## src/rtl/instruction_encoder.sv

```systemverilog
// Packs decoded RV32I fields into a 32-bit word: encode stage -> output FIFO, address-tagged.
// Optional macro INSTR_ENC_CHECK_EN adds immediate range checking; undefined means truncation only.
module instruction_encoder #(
    parameter int unsigned FIFO_DEPTH = 4,
    parameter logic [31:0] BASE_ADDR  = 32'h0000_0000,
    parameter logic [31:0] ADDR_STEP  = 32'd4
) (
    input  logic        clk,
    input  logic        reset,
    input  logic        in_valid,
    output logic        in_ready,
    input  logic [6:0]  opcode,
    input  logic [4:0]  rd,
    input  logic [4:0]  rs1,
    input  logic [4:0]  rs2,
    input  logic [2:0]  funct3,
    input  logic [6:0]  funct7,
    input  logic [31:0] imm,
    output logic        out_valid,
    input  logic        out_ready,
    output logic [31:0] out_instr,
    output logic [31:0] out_addr,
    output logic        err_imm,
    output logic [7:0]  err_count
);

    // The registered output word is one FIFO entry; the rest live in a small circular buffer.
    localparam int unsigned MEM_DEPTH = FIFO_DEPTH - 1;
    localparam int unsigned PTR_W     = (MEM_DEPTH > 1) ? $clog2(MEM_DEPTH) : 1;
    localparam int unsigned CNT_W     = $clog2(MEM_DEPTH + 1);

    typedef enum logic [6:0] {
        OP_R       = 7'h33,
        OP_I_LOGIC = 7'h13,
        OP_I_LOAD  = 7'h03,
        OP_I_JALR  = 7'h67,
        OP_S       = 7'h23,
        OP_B       = 7'h63,
        OP_J       = 7'h6F,
        OP_U_LUI   = 7'h37,
        OP_U_AUIPC = 7'h17
    } opcode_t;

`ifdef INSTR_ENC_CHECK_EN
    function automatic logic fits_signed(input logic [31:0] v, input int unsigned msb);
        logic signed [31:0] s;
        s = $signed(v) >>> msb;
        return (s == '0) || (s == '1);
    endfunction
`else
    logic unused_imm_lsb;
    assign unused_imm_lsb = imm[0];
`endif

    function automatic logic [PTR_W-1:0] ptr_inc(input logic [PTR_W-1:0] p);
        return (p == PTR_W'(MEM_DEPTH - 1)) ? '0 : p + 1'b1;
    endfunction

    logic [31:0] enc_instr;
    logic        enc_err;

    always_comb begin
        // NOTE: every always_comb output gets a default first so no path can infer a latch.
        enc_instr = '0;
        enc_err   = 1'b0;
        case (opcode)
            OP_R: enc_instr = {funct7, rs2, rs1, funct3, rd, opcode};
            OP_I_LOGIC, OP_I_LOAD, OP_I_JALR: begin
                enc_instr = {imm[11:0], rs1, funct3, rd, opcode};
`ifdef INSTR_ENC_CHECK_EN
                enc_err = !fits_signed(imm, 11);
`endif
            end
            OP_S: begin
                enc_instr = {imm[11:5], rs2, rs1, funct3, imm[4:0], opcode};
`ifdef INSTR_ENC_CHECK_EN
                enc_err = !fits_signed(imm, 11);
`endif
            end
            OP_B: begin
                enc_instr = {imm[12], imm[10:5], rs2, rs1, funct3, imm[4:1], imm[11], opcode};
`ifdef INSTR_ENC_CHECK_EN
                enc_err = !fits_signed(imm, 12) || imm[0];
`endif
            end
            OP_J: begin
                enc_instr = {imm[20], imm[10:1], imm[11], imm[19:12], rd, opcode};
`ifdef INSTR_ENC_CHECK_EN
                enc_err = !fits_signed(imm, 20) || imm[0];
`endif
            end
            OP_U_LUI, OP_U_AUIPC: begin
                enc_instr = {imm[31:12], rd, opcode};
`ifdef INSTR_ENC_CHECK_EN
                enc_err = (imm[11:0] != 12'h000);
`endif
            end
            default: enc_err = 1'b1;
        endcase
    end

    logic              stage_valid_q;
    logic              stage_err_q;
    logic [31:0]       stage_instr_q;
    logic [31:0]       mem_q [MEM_DEPTH];
    logic [PTR_W-1:0]  wr_ptr_q;
    logic [PTR_W-1:0]  rd_ptr_q;
    logic [CNT_W-1:0]  mem_cnt_q;
    logic [CNT_W-1:0]  mem_cnt_d;
    logic              out_valid_q;
    logic [31:0]       out_instr_q;
    logic [31:0]       out_addr_q;
    logic              err_imm_q;
    logic [7:0]        err_count_q;

    logic fifo_full;
    logic accept;
    logic drain;
    logic push;
    logic load_out;

    assign fifo_full = (mem_cnt_q == CNT_W'(MEM_DEPTH));
    assign in_ready  = !stage_valid_q || !fifo_full;
    assign accept    = in_valid && in_ready;
    assign drain     = stage_valid_q && !fifo_full;
    assign push      = drain && !stage_err_q;
    // Refill the output register whenever it is empty or being consumed this cycle.
    assign load_out  = (!out_valid_q || out_ready) && (mem_cnt_q != '0);

    always_comb begin
        mem_cnt_d = mem_cnt_q;
        case ({push, load_out})
            2'b10:   mem_cnt_d = mem_cnt_q + CNT_W'(1);
            2'b01:   mem_cnt_d = mem_cnt_q - CNT_W'(1);
            default: mem_cnt_d = mem_cnt_q;
        endcase
    end

    // NOTE: the storage array is deliberately not reset; pointers and count define its contents.
    always_ff @(posedge clk) begin
        if (push) begin
            mem_q[wr_ptr_q] <= stage_instr_q;
        end
    end

    always_ff @(posedge clk) begin
        // NOTE: sequential state uses non-blocking assignments so all registers update together.
        if (reset) begin
            stage_valid_q <= 1'b0;
            stage_err_q   <= 1'b0;
            stage_instr_q <= '0;
            wr_ptr_q      <= '0;
            rd_ptr_q      <= '0;
            mem_cnt_q     <= '0;
            out_valid_q   <= 1'b0;
            out_instr_q   <= '0;
            out_addr_q    <= BASE_ADDR;
            err_imm_q     <= 1'b0;
            err_count_q   <= '0;
        end else begin
            if (accept) begin
                stage_valid_q <= 1'b1;
                stage_err_q   <= enc_err;
                stage_instr_q <= enc_instr;
            end else if (drain) begin
                stage_valid_q <= 1'b0;
            end

            err_imm_q <= drain && stage_err_q;
            if (drain && stage_err_q && (err_count_q != 8'hFF)) begin
                err_count_q <= err_count_q + 8'd1;
            end

            if (push) begin
                wr_ptr_q <= ptr_inc(wr_ptr_q);
            end
            if (load_out) begin
                out_instr_q <= mem_q[rd_ptr_q];
                rd_ptr_q    <= ptr_inc(rd_ptr_q);
            end
            out_valid_q <= load_out || (out_valid_q && !out_ready);
            mem_cnt_q   <= mem_cnt_d;

            if (out_valid_q && out_ready) begin
                out_addr_q <= out_addr_q + ADDR_STEP;
            end
        end
    end

    assign out_valid = out_valid_q;
    assign out_instr = out_instr_q;
    assign out_addr  = out_addr_q;
    assign err_imm   = err_imm_q;
    assign err_count = err_count_q;

endmodule
```

## config.mk

```make
export PLATFORM = sky130hd
export DESIGN_NAME = instruction_encoder
export DESIGN_NICKNAME = d
export VERILOG_FILES = /design/src/rtl/instruction_encoder.sv
export SDC_FILE = /design/constraint.sdc
export NUM_CORES = 1
export LEC_CHECK = 0
export ABC_AREA = 1
export CAP_MARGIN = 5
export CORE_AREA = 2 2 141 143
export DETAILED_ROUTE_END_ITERATION = 10
export DIE_AREA = 0 0 143 145
export GPL_TIMING_DRIVEN = 0
export PLACE_DENSITY = 0.84
export SYNTH_ARGS = -nofsm -noshare
export SYNTH_HDL_FRONTEND = slang
export SYNTH_SLANG_ARGS = --single-unit
```

## constraint.sdc

```tcl
create_clock -name clk -period 3.35 [get_ports clk]
set_input_delay 0.67 -clock clk [delete_from_list [all_inputs] [get_ports clk]]
set_output_delay 0.67 -clock clk [all_outputs]
set_load 0.01 [all_outputs]
```

Word-level counts from Yosys, hierarchy flattened
Memory sizes are Yosys's and may differ from the RTL's. A register that Yosys moved wholly into a read port is not among the register bits.
Cells that the tools add are included.

storage, ports and cells
  register bits = 82
  RAM bits = 96
  input bits = 68
  output and inout bits = 75
  logic and storage cells = 63
  memories = 1

memory list
  name   words  bits a word  read ports  clocked after memory_dff  wr ports  line  source
  mem_q  3      32           1           1                         1         105   logic [31:0] mem_q [MEM_DEPTH];

cells by class
  $add $sub $neg = 6
  equal/unequal tests = 15
  muxes and demuxes = 9
  reduce and logical (&&, ||, !) cells = 22

operator list
  kind                   count
  $pmux 32 s6            1
  $add 32x3->32 const B  1
  $eq 7x6->1 const B     3
  $eq 7x7->1 const B     3
  $eq 7x5->1 const B     2
  $reduce_or 9->1        1
  $add 8x1->8 const B    1
  $eq 2x2->1 const B     4
  $logic_and 1x1->1      8
  $ne 8x8->1 const B     1
  $eq 7x2->1 const B     1
  $add 2x1->2 const B    3
  $reduce_bool 2->1      3
  $logic_not 1->1        5
  $mux 1                 5
  $mux 2                 2
  $pmux 2 s2             1
  $logic_or 1x1->1       3
  $reduce_or 3->1        1
  $eq 2x1->1 const B     1
  $reduce_or 2->1        1
  $sub 2x1->2 const B    1

Logic depth before layout (Yosys ltp)
  depth in word-level cells = 6
  gate-level depth with buffers = 11

Least setup slack after synthesis
Ideal clock, no wire load.

  path type = register to register
  start point = register mem_cnt_q[0]
  end point = memory mem_q[2][0], enable pin
  library setup time = 0.461 ns
  arrival = 2.939 ns
  setup slack = -0.051 ns
  stages on the path, launching flop included = 6
  buffers on the path = 0
  clock period less this slack = 3.401 ns
  cells stage by stage = dfxtp_1 inv_2 o21ai_1 nor2_1 inv_1 nor3_1

on the way
  cells in the longest elaborated chain, start to end = 6

ends and longest elaborated chain
  item                          line  source
  start: declaration            108   logic [CNT_W-1:0] mem_cnt_q;
  start signal: assignment      182   mem_cnt_q <= mem_cnt_d;
  $eq 2x2->1                    122   assign fifo_full = (mem_cnt_q == CNT_W'(MEM_DEPTH));
  $logic_not 1->1               125   assign drain = stage_valid_q && !fifo_full;
  $logic_and 1x1->1             125
  $logic_and 1x1->1             126   assign push = drain && !stage_err_q;
  $mux 1                        141   if (push) begin
  $mux 1 (implied by the code)  142   mem_q[wr_ptr_q] <= stage_instr_q;
  end: declaration              105

Every way passes these cells.

Worst setup path after layout
  start point = input out_ready
  end point = register mem_cnt_q[1]

on the way
  cells in the longest elaborated chain, start to end = 4

ends and longest elaborated chain
  item                                                    line  source
  start: declaration                                      20    input logic out_ready,
  $logic_or 1x1->1 *                                      128   assign load_out = (!out_valid_q || out_ready) && (mem_cnt_q != '0);
  $logic_and 1x1->1 *                                     128
  net load_out                                            120   logic load_out;
  $eq 2x1->1 / $eq 2x2->1 (equally long branches)         132   case ({push, load_out})
  $pmux 2 s2 / $reduce_bool 2->1 (equally long branches)  n/a

The timed path passes the listed nets; every way through them passes the cells marked *.
A chain may end at the register's enable or synchronous reset.

==> load_flow_metrics.sql <==
INSERT INTO impl_metrics (metric_group, metric, value, unit) VALUES
('pwr', 'power_per_cell_area', '606.3', 'nW/um^2'),
('timing', 'hold_violations', '0', ''),
('layout', 'final_core_util', '61.13', '%'),
('setup_path', 'crit_type', 'in -> reg', ''),
('setup_path', 'r2r.worst_path.cells', '7', ''),
('setup_path', 'critPathRequiredTime', '3.77', 'ns'),
('setup_path', 'critPathSlowestCell', 'clkdlybuf4s50_1', ''),
('timing', 'worst_slew_margin', '47.70', '%'),
('layout', 'fin_area', '11740', 'sq um'),
('layout', 'multi_input_area', '3593', 'sq um'),
('timing', 'maxClockFrequency', '433.9', 'MHz'),
('floorplanning', 'pin_count', '143', ''),
('synth', 'synth_edf_count', '96', ''),
('synth', 'synth_fa_ha_area_share', '0.4034', '%'),
('floorplanning', 'floorplan.initialDensity', '48.45', '%'),
('placed_design', 'detailed_place.area', '11090', 'sq um'),
('global_route', 'grt_first_pass_wirelength', '40.85', 'mm'),
('route', 'route.antenna.remaining_nets', '0', ''),
('floorplanning', 'die_y', '145', 'microns'),
('route', 'drt-wirelength-per-cell', '16.51', 'microns'),
('pwr', 'fin_total_pwr', '7.118', 'mW'),
('synth', 'synth_compound_area_share', '9.843', '%'),
('layout', 'sequential_cell_area', '5125', 'sq um'),
('synth', 'synthDominantAreaCellType', 'edfxtp_1', ''),
('global_route', 'antenna_violations_before_repair', '0', ''),
('route', 'dr.pass1.iters', '6', ''),
('route', 'vias_per_cell', '5.448', ''),
('setup_path', 'ff2ff_setup_slack', '1.23', 'ns'),
('global_route', 'grt.met3_usage', '2.508', '%'),
('layout', 'flow.area_growth_from_synthesis', '26.18', '%'),
('setup_path', 'critical_path_maximum_fanout', '10', ''),
('job', 'timing.max_cap.violations', '0', ''),
('floorplanning', 'die-area', '20740', 'sq um'),
('floorplanning', 'core', '19210', 'sq um'),
('global_route', 'use_met1', '31.73', '%'),
('synth', 'dominant_combinational_cell_family_by_area_after_synthesis', 'simple AND/OR/NAND/NOR gates', ''),
('global_route', 'grt_most_used_layer', 'met2', ''),
('synth', 'yosysSeqAreaShare', '55.08', '%'),
('clock_tree', 'holdBufCountCts', '0', ''),
('synth', 'synth_commonest_cells', 'nand2_1 (295), nand3_1 (173), dfxtp_1 (112), edfxtp_1 (96), a21oi_1 (81)', ''),
('synth', 'postSynthAreaPerCell', '8.391', 'sq um'),
('layout', 'antenna_cells_inserted', '0', ''),
('pwr', 'max-vdd-ir-drop', '0.3658', 'mV'),
('synth', 'netlist.area_leader.share', '30.98', '%'),
('timing', 'finalHoldWorstSlack', '0.4817', 'ns'),
('synth', 'synth_simple_gate_area_share', '27.70', '%'),
('global_route', 'residual_overflow_from_global_routing', '0', ''),
('synth', 'yosys.area_share.xor_xnor', '0.4706', '%'),
('route', 'remaining_drc_errors', '0', ''),
('timing', 'final.setup_skew', '0.01044', 'ns'),
('setup_path', 'rr_startpoint', 'mem_cnt_q[0]', ''),
('timing', 'tightest_slew', '0.7836', 'ns'),
('synth', 'syn-instance-count', '1109', ''),
('global_route', 'largest_net_degree_at_the_start_of_global_routing', '33', ''),
('setup_path', 'path_buf_inv', '5', ''),
('worst_hold_path', 'holdPathStages', '0', ''),
('clock_tree', 'cts_post_setup_buffers_inserted', '0', ''),
('setup_path', 'worstSetupStartpointType', 'primary input', ''),
('clock_tree', 'ctsResizeCount', '0', ''),
('clock_tree', 'cts_max_path_buffers', '3', ''),
('timing', 'unrepaired_setup_endpoints_after_global_routing', 'false', ''),
('floorplanning', 'placement_rows', '51', ''),
('worst_hold_path', 'hold_path.class', 'reg -> reg', ''),
('placed_design', 'buffers_on_ports', '138', ''),
('synth', 'postSynthRegisterBits', '208', ''),
('run_status', 'status', 'complete, no violations', ''),
('clock_tree', 'clock_latency_on_the_worst_skew_pair', '0.49', 'ns'),
('global_route', 'grt.total_usage', '24.26', '%'),
('setup_path', 'critical-path-top-delay-family', 'buffers and inverters', ''),
('pwr', 'p_leak', '4.445', 'nW'),
('setup_path', 'critical-path-top-cell-by-count', 'inv_1', '');
worst max path at each step:
stage                               to  cells after the start         start
after global routing      mem_cnt_q[1]                     12     out_ready
after floorplan            mem_q[2][0]                      5  mem_cnt_q[0]
final                     mem_cnt_q[1]                     12     out_ready
after global placement    mem_q[2][17]                      5  mem_cnt_q[0]
after detailed placement  mem_cnt_q[1]                     12     out_ready
after CTS                 mem_q[1][17]                      5  mem_cnt_q[0]
kinds of logic (layout without fill, tap and decap cells):
logic type | after synthesis | in the layout
fa+ha+maj | 3 | 3
other cells | 1 | 2
buf+inv | 136 | 311
compound gates | 167 | 167
xor+xnor | 5 | 5
simple gates | 589 | 589
flops | 208 | 208
layout by cell type, fill, tap and decap left out, drive strengths merged:
| master | count |
|---|---|
| clkinv | 7 |
| nand2 | 298 |
| o21bai | 2 |
| xnor2 | 3 |
| a31oi | 28 |
| nand4 | 22 |
| clkbuf | 53 |
| nand3 | 175 |
| a211oi | 1 |
| inv | 70 |
| clkdlybuf4s50 | 138 |
| buf | 40 |
| o21ai | 43 |
| o211ai | 2 |
| nor4 | 1 |
| nor2 | 79 |
| clkinvlp | 1 |
| o21a | 4 |
| a21oi | 87 |
| xor2 | 2 |
| edfxtp | 96 |
| nor3 | 14 |
| dfxtp | 112 |
| conb | 2 |
| ha | 3 |
| bufinv | 2 |
per-layer routing:
layer	wire [microns]	part of all wire [%]
met1	10320	40
met2	12730	50
met3	1930	7.5
met4	615	2.4
met5	0	0
worst register-to-register path: cells and delay by family (launching register included):
family	cells	cell delay, ns
buffers and inverters	4	0.67
AOI/OAI and AO/OA	1	0.12
and+or+nand+nor	2	0.68
DFF	1	0.36
registers in the layout, indices dropped and copies added (netlist names):
| signal | flops |
|---|---|
| mem_q | 96 |
| out_instr | 32 |
| stage_instr_q | 32 |
| out_addr | 30 |
| err_count | 8 |
| mem_cnt_q | 2 |
| rd_ptr_q | 2 |
| wr_ptr_q | 2 |
| err_imm | 1 |
| out_valid | 1 |
| stage_err_q | 1 |
| stage_valid_q | 1 |
report_power, final:
part	total, mW	switching (mW)	internal (mW)	leakage [nW]
clock network	2.19	0.936	1.25	0.305
logic	1.93	1.22	0.706	2.36
registers	3.00	0.139	2.87	1.78
total	7.12	2.30	4.82	4.45
per-stage QoR:
step | cells | setup slack, ns
after global routing | 1550 | 0.8921
after global placement | 1513 | 0.08695
final | 1550 | 1.046
after floorplan | 1110 | 0.9343
after detailed placement | 1516 | 0.6557
after CTS | 1549 | 1.032
area by class of cell:
cell class              count  share of cell area, %
clock inverters            10                 0.9591
clock buffers              23                  4.348
inverters                  70                  2.238
multi-input cells         766                  30.61
plain buffers              66                  2.888
flip-flops and latches    208                  43.65
well taps                 265                  2.824
repair buffers            142                  12.49
Note: power is estimated with default switching activity, not from simulation.
